--- src/rtl/xor_share_ctrl.sv ---
`default_nettype none
// ============================================================================
//  Module   : xor_share_ctrl
//  Purpose  : Round-robin scheduler sharing one bit-serial XOR cell among
//             NREQ requesters; results are assembled LSB-first over WIDTH cycles.
//  Revision : 1.0  initial release
// ============================================================================
module xor_share_ctrl #(
    parameter  int WIDTH = 8,
    parameter  int NREQ  = 4,
    localparam int IDW   = $clog2(NREQ)
) (
    input  logic                  clk,
    input  logic                  rst_n,
    input  logic [NREQ-1:0]       req,
    input  logic [NREQ*WIDTH-1:0] a_in,
    input  logic [NREQ*WIDTH-1:0] b_in,
    output logic [NREQ-1:0]       gnt,
    output logic                  busy,
    output logic                  done,
    output logic [IDW-1:0]        done_id,
    output logic [WIDTH-1:0]      result
);

    localparam int             CW       = (WIDTH > 1) ? $clog2(WIDTH) : 1;
    localparam int             IW       = IDW + 1;
    localparam logic [CW-1:0]  C_LAST   = CW'(WIDTH - 1);
    localparam logic [IDW-1:0] C_TOP_ID = IDW'(NREQ - 1);

    typedef enum logic [1:0] {
        IDLE  = 2'd0,
        SHIFT = 2'd1,
        DONE  = 2'd2
    } state_t;

    state_t            state_q, state_d;
    logic [NREQ-1:0]   gnt_q, gnt_d;
    logic [IDW-1:0]    ptr_q, ptr_d;
    logic [IDW-1:0]    win_q, win_d;
    logic [CW-1:0]     cnt_q, cnt_d;
    logic [WIDTH-1:0]  sa_q, sa_d;
    logic [WIDTH-1:0]  sb_q, sb_d;
    logic [WIDTH-1:0]  res_q, res_d;
    logic [WIDTH-1:0]  result_q, result_d;
    logic [IDW-1:0]    done_id_q, done_id_d;

    logic              w_any;
    logic [IDW-1:0]    w_pick;
    logic [IW-1:0]     w_idx;
    logic [WIDTH-1:0]  w_a_sel;
    logic [WIDTH-1:0]  w_b_sel;
    logic              w_c;
    logic [WIDTH-1:0]  w_res_shift;

    // Scan requesters starting at ptr, wrapping modulo NREQ; first hit wins.
    always_comb begin
        w_any  = 1'b0;
        w_pick = '0;
        w_idx  = '0;
        for (int k = 0; k < NREQ; k++) begin
            w_idx = {1'b0, ptr_q} + IW'(k);
            if (w_idx >= IW'(NREQ)) begin
                w_idx = w_idx - IW'(NREQ);
            end
            if (!w_any && req[w_idx[IDW-1:0]]) begin
                w_any  = 1'b1;
                w_pick = w_idx[IDW-1:0];
            end
        end
    end

    assign w_a_sel = a_in[int'(w_pick)*WIDTH +: WIDTH];
    assign w_b_sel = b_in[int'(w_pick)*WIDTH +: WIDTH];

    // The single shared 1-bit XOR cell.
    assign w_c = (sa_q[0] & ~sb_q[0]) | (~sa_q[0] & sb_q[0]);

    generate
        if (WIDTH == 1) begin : g_res_w1
            assign w_res_shift = w_c;
        end else begin : g_res_wn
            assign w_res_shift = {w_c, res_q[WIDTH-1:1]};
        end
    endgenerate

    always_comb begin
        state_d   = state_q;
        gnt_d     = gnt_q;
        ptr_d     = ptr_q;
        win_d     = win_q;
        cnt_d     = cnt_q;
        sa_d      = sa_q;
        sb_d      = sb_q;
        res_d     = res_q;
        result_d  = result_q;
        done_id_d = done_id_q;
        case (state_q)
            IDLE: begin
                if (w_any) begin
                    state_d        = SHIFT;
                    gnt_d          = '0;
                    gnt_d[w_pick]  = 1'b1;
                    win_d          = w_pick;
                    sa_d           = w_a_sel;
                    sb_d           = w_b_sel;
                    cnt_d          = '0;
                end
            end
            SHIFT: begin
                sa_d  = sa_q >> 1;
                sb_d  = sb_q >> 1;
                res_d = w_res_shift;
                cnt_d = cnt_q + 1'b1;
                if (cnt_q == C_LAST) begin
                    state_d   = DONE;
                    result_d  = w_res_shift;
                    done_id_d = win_q;
                end
            end
            DONE: begin
                state_d = IDLE;
                gnt_d   = '0;
                ptr_d   = (win_q == C_TOP_ID) ? '0 : win_q + 1'b1;
            end
            default: begin
                state_d = IDLE;
                gnt_d   = '0;
            end
        endcase
    end

    always_ff @(posedge clk or negedge rst_n) begin
        if (!rst_n) begin
            state_q   <= IDLE;
            gnt_q     <= '0;
            ptr_q     <= '0;
            win_q     <= '0;
            cnt_q     <= '0;
            sa_q      <= '0;
            sb_q      <= '0;
            res_q     <= '0;
            result_q  <= '0;
            done_id_q <= '0;
        end else begin
            state_q   <= state_d;
            gnt_q     <= gnt_d;
            ptr_q     <= ptr_d;
            win_q     <= win_d;
            cnt_q     <= cnt_d;
            sa_q      <= sa_d;
            sb_q      <= sb_d;
            res_q     <= res_d;
            result_q  <= result_d;
            done_id_q <= done_id_d;
        end
    end

    assign gnt     = gnt_q;
    assign busy    = (state_q != IDLE);
    assign done    = (state_q == DONE);
    assign done_id = done_id_q;
    assign result  = result_q;

endmodule
`default_nettype wire

--- config.mk ---
export PLATFORM = sky130hd
export DESIGN_NAME = xor_share_ctrl
export DESIGN_NICKNAME = d
export VERILOG_FILES = /design/src/rtl/xor_share_ctrl.sv
export SDC_FILE = /design/constraint.sdc
export NUM_CORES = 1
export LEC_CHECK = 0
export CORE_MARGIN = 3
export CORE_UTILIZATION = 41
export DETAILED_ROUTE_END_ITERATION = 10
export PLACE_DENSITY = 0.75
export RECOVER_POWER = 50
export REMOVE_ABC_BUFFERS = 1
export SLEW_MARGIN = 20
export SYNTH_ARGS = -nofsm -noshare
export SYNTH_HDL_FRONTEND = slang
export SYNTH_SLANG_ARGS = --single-unit
--- constraint.sdc ---
create_clock -name clk -period 1.65 [get_ports clk]
set_input_delay 0.165 -clock clk [delete_from_list [all_inputs] [get_ports clk]]
set_output_delay 0.165 -clock clk [all_outputs]
set_load 0.05 [all_outputs]
==> impl_metrics.env <==
export IMPL_fin_worst_hold_slack_ns=0.372
export IMPL_min_delay_path_class="input port to asynchronous set/reset pin"
export IMPL_overflow=0
export IMPL_critPathSlowestCell="dfrtp_1"
export IMPL_reg2reg_slack_ns=-0.07
export IMPL_final_design_area_no_fill_sq_um=3800
export IMPL_fin_crit_ns=1.72
export IMPL_final_hold_viol_count=0
export IMPL_remaining_drc_errors=0
export IMPL_worst_slew_pin_transition_ns=0.585
export IMPL_ys_warnings_count=0
export IMPL_internal_power_mw=3.59
export IMPL_power_density_cell_area_nw_per_um2=1640
export IMPL_clock_tree_root_cell="clkbuf_8"
export IMPL_worst_path_largest_cell_delay_ns=0.38
export IMPL_die_w_um=84.3
export IMPL_worst_slew_margin_rel=0.610
export IMPL_wirelength_mm=6.30
export IMPL_series_of_cell_instances_along_the_critical_path="or2_4 -> or2_4 -> nor4_4 -> buf_4 -> clkbuf_16 -> o21ai_1 -> o211ai_1"
export IMPL_failing_checks="negative setup slack"
export IMPL_worst_setup_path_endpoint="sb_q[3]"
export IMPL_placementRows=27
export IMPL_timing_critical_path_arrival_ns=1.94
export IMPL_end_kind="register"
export IMPL_final_setup_skew_ns=0.00364
export IMPL_gpl_final_weighted_congestion=0.789
export IMPL_layout_drive_gt1_share=0.214
export IMPL_worstPathMaxFanout=7
export IMPL_num_nets_final=433
export IMPL_dpl_cell_area_sq_um=3620
export IMPL_worst_setup_path_start_kind="register"
export IMPL_power_sequential_fraction=0.316
export IMPL_core_region_area_sq_um=5710
export IMPL_finalWorstSetupSlack_ns=-0.0711
export IMPL_io_buffers=85
export IMPL_max_cap_violations=0
export IMPL_post_synth_cell_area_avg_sq_um=9.75
export IMPL_post_drt_via_cell_ratio=5.23
export IMPL_firstDrtPassIters=4
export IMPL_drt_first_iter_violations=76
export IMPL_post_route_util=0.665
export IMPL_post_route_period_util=1.04
export IMPL_tritoncts_clock_tree="built"
export IMPL_first_global_vias=2346
export IMPL_detail_route_antenna_nets=0
export IMPL_clock_sinks=46
export IMPL_die_height_um=84.3
export IMPL_outcome="finished with violations"
export IMPL_startpoint_of_the_worst_register_to_register_path="state_q[1]"
export IMPL_ioPinCount=86
export IMPL_post_drt_wl_per_cell_um=14.6
export IMPL_start_util=0.440
export IMPL_net_switching_power_mw=2.64
export IMPL_global_route_wire_length_before_repair_mm=10.7
export IMPL_syn_cell_area_sq_um=2510
export IMPL_post_dp_hpwl_mm=4.71
export IMPL_cpMostUsedCell="or2_4"
export IMPL_rsz0062_at_grt="yes"
export IMPL_worstRegToRegCells=7
export IMPL_antenna_cells_inserted=0
export IMPL_final_max_slew_violation_count=0
export IMPL_max_vdd_ir_drop_mv=1.00
export IMPL_die_area_sq_um=7110
export IMPL_place_worst_setup_slack_ns=-0.387
export IMPL_dr_total_vias=2259
export IMPL_power_clock_fraction=0.105
export IMPL_power_leakage_nw=1.84
export IMPL_cts_clk_slew_worst_paths_ns=0.08
export IMPL_power_combinational_fraction=0.579
export IMPL_tritoncts_num_buffers=5
export IMPL_crit_path_start="state_q[1]"
export IMPL_grt_start_max_net_pins=25
export IMPL_grtUsageTotal=0.185
export IMPL_post_synthesis_sequential_area_ratio=0.458
export IMPL_switching_share=0.424
export IMPL_achievable_frequency_ghz=0.581
export IMPL_cts_htree_levels=2
export IMPL_timing_setup_critical_path_class="register to register"
export IMPL_ys_types=34
export IMPL_worst_ep_required_time_ns=1.87
export IMPL_syn_instance_count=258
export IMPL_area_growth_synth_to_final_pct=51.0
export IMPL_grt_antenna_before_repair=0
export IMPL_cts_root_to_sink_buffers=2
export IMPL_r2r_end="sb_q[3]"
export IMPL_timing_final_setup_violations=18
export IMPL_clk_insertion_delay_late_ns=0.30
export IMPL_post_synthesis_register_bit_count=46
stage by stage:
stage	power, mW	instances	TNS (ns)
after global placement	5.39	421	-7.04
after detailed placement	5.50	421	-7.88
after floorplan	4.08	239	-16.47
after global routing	6.74	432	-1.64
final	6.23	432	-0.632
after CTS	6.24	431	-0.295
state kept, by name (all words and copies together), names as in the netlist:
name and count:
cnt_q 3, done_id 2, gnt 4, ptr_q 2, res_q 7, result 8
sa_q 8, sb_q 8, state_q 2, win_q 2
worst min path at each step:
stage / from / to / cells past startpoint
after floorplan: rst_n / cnt_q[0] / 0
after global placement: rst_n / result[5] / 1
after detailed placement: rst_n / result[6] / 1
after CTS: rst_n / result[6] / 2
after global routing: rst_n / result[6] / 2
final: rst_n / result[6] / 2
critical path: cells and delay by family (launching register included):
kind	cells	cell delay, ns
AND/OR/NAND/NOR	3	0.79
flip-flops	1	0.38
AO/OA/AOI/OAI	2	0.15
buffers and inverters	2	0.33
cells in the final DEF (no fill, tap or decap), types with 2 or more instances in the layout:
| master | n |
|---|---|
| dfrtp_1 | 46 |
| inv_1 | 2 |
| ha_1 | 3 |
| o21ai_0 | 10 |
| o21ai_2 | 7 |
| a21oi_1 | 15 |
| nand2_1 | 33 |
| mux2_2 | 11 |
| or2_4 | 2 |
| dlymetal6s2s_1 | 7 |
| nand3_1 | 3 |
| clkbuf_2 | 2 |
| mux2i_1 | 17 |
| o21ai_1 | 8 |
| o211ai_1 | 14 |
| buf_12 | 5 |
| clkinv_2 | 2 |
| nor2_1 | 6 |
| nand2b_1 | 4 |
| a21boi_0 | 13 |
| clkdlybuf4s50_1 | 67 |
| clkbuf_8 | 5 |
| and3_1 | 28 |
| buf_4 | 31 |
metal layers:
metal  vias up  track usage  share of wire  wire, um
met5         -            0              0         0
met4         0       0.0482          0.014        86
li1       1128            -              -         -
met1      1043        0.230           0.43      2740
met3         8       0.0432          0.061       382
met2        80        0.321           0.49      3090
kinds of logic (layout without fill, tap and decap cells):
logic type      after synthesis  in the layout  synth area share
fa+ha+maj                     3              3            0.0149
compound gates               72             72             0.182
buf+inv                      22            124            0.0378
mux                          29             29             0.121
simple gates                 85             85             0.184
flops                        46             46             0.458
xor+xnor                      1              1           0.00348
cell type report:
cell class                      instances  area (sq um)
Fill cell                             482          1910
Multi-Input combinational cell        190          1330
Sequential cell                        46          1150
Timing Repair Buffer                  114          1140
Tap cell                               72          90.1
Clock buffer                            5          68.8
Inverter                                3          13.8
Clock inverter                          2          10.0
power by group through the flow:
stage | sequential [mW] | combinational, mW | clock, mW
after floorplan | 2.44 | 1.65 | 0
after global placement | 1.97 | 3.42 | 0
after detailed placement | 1.99 | 3.51 | 0
after CTS | 1.97 | 3.59 | 0.675
after global routing | 2.04 | 3.96 | 0.739
final | 1.97 | 3.61 | 0.655
cell usage after synthesis (all sizes together):
master / n / area share
and2b: 1 / 0.0030
o211ai: 14 / 0.042
clkbuf: 14 / 0.021
nand3: 3 / 0.0060
inv: 3 / 0.0045
or2: 2 / 0.0070
mux2i: 18 / 0.072
and3: 28 / 0.070
xnor2: 1 / 0.0035
and2: 1 / 0.0025
dfrtp: 46 / 0.46
a21oi: 16 / 0.032
nand4b: 1 / 0.0035
a21boi: 14 / 0.042
o31ai: 1 / 0.0050
o21ai: 25 / 0.054
nand2: 33 / 0.049
or2b: 1 / 0.0030
nor4: 2 / 0.011
mux2: 11 / 0.049
nor3b: 1 / 0.0030
buf: 5 / 0.012
o221ai: 2 / 0.0070
nor2: 6 / 0.0090
nand2b: 4 / 0.0099
ha: 3 / 0.015
nor2b: 1 / 0.0025
nand4bb: 1 / 0.0045
timing repair:
item / in CTS / in global routing
pin swaps: 2 / 5
cloned: 1 / 0
endpoints found under the setup margin: 20 / 24
resized for setup: 4 / 19
endpoints found under the hold margin: 22 / 0
setup buffers: 1 / 2
hold buffers: 1 / 0
(Power assumes the default switching activity.)
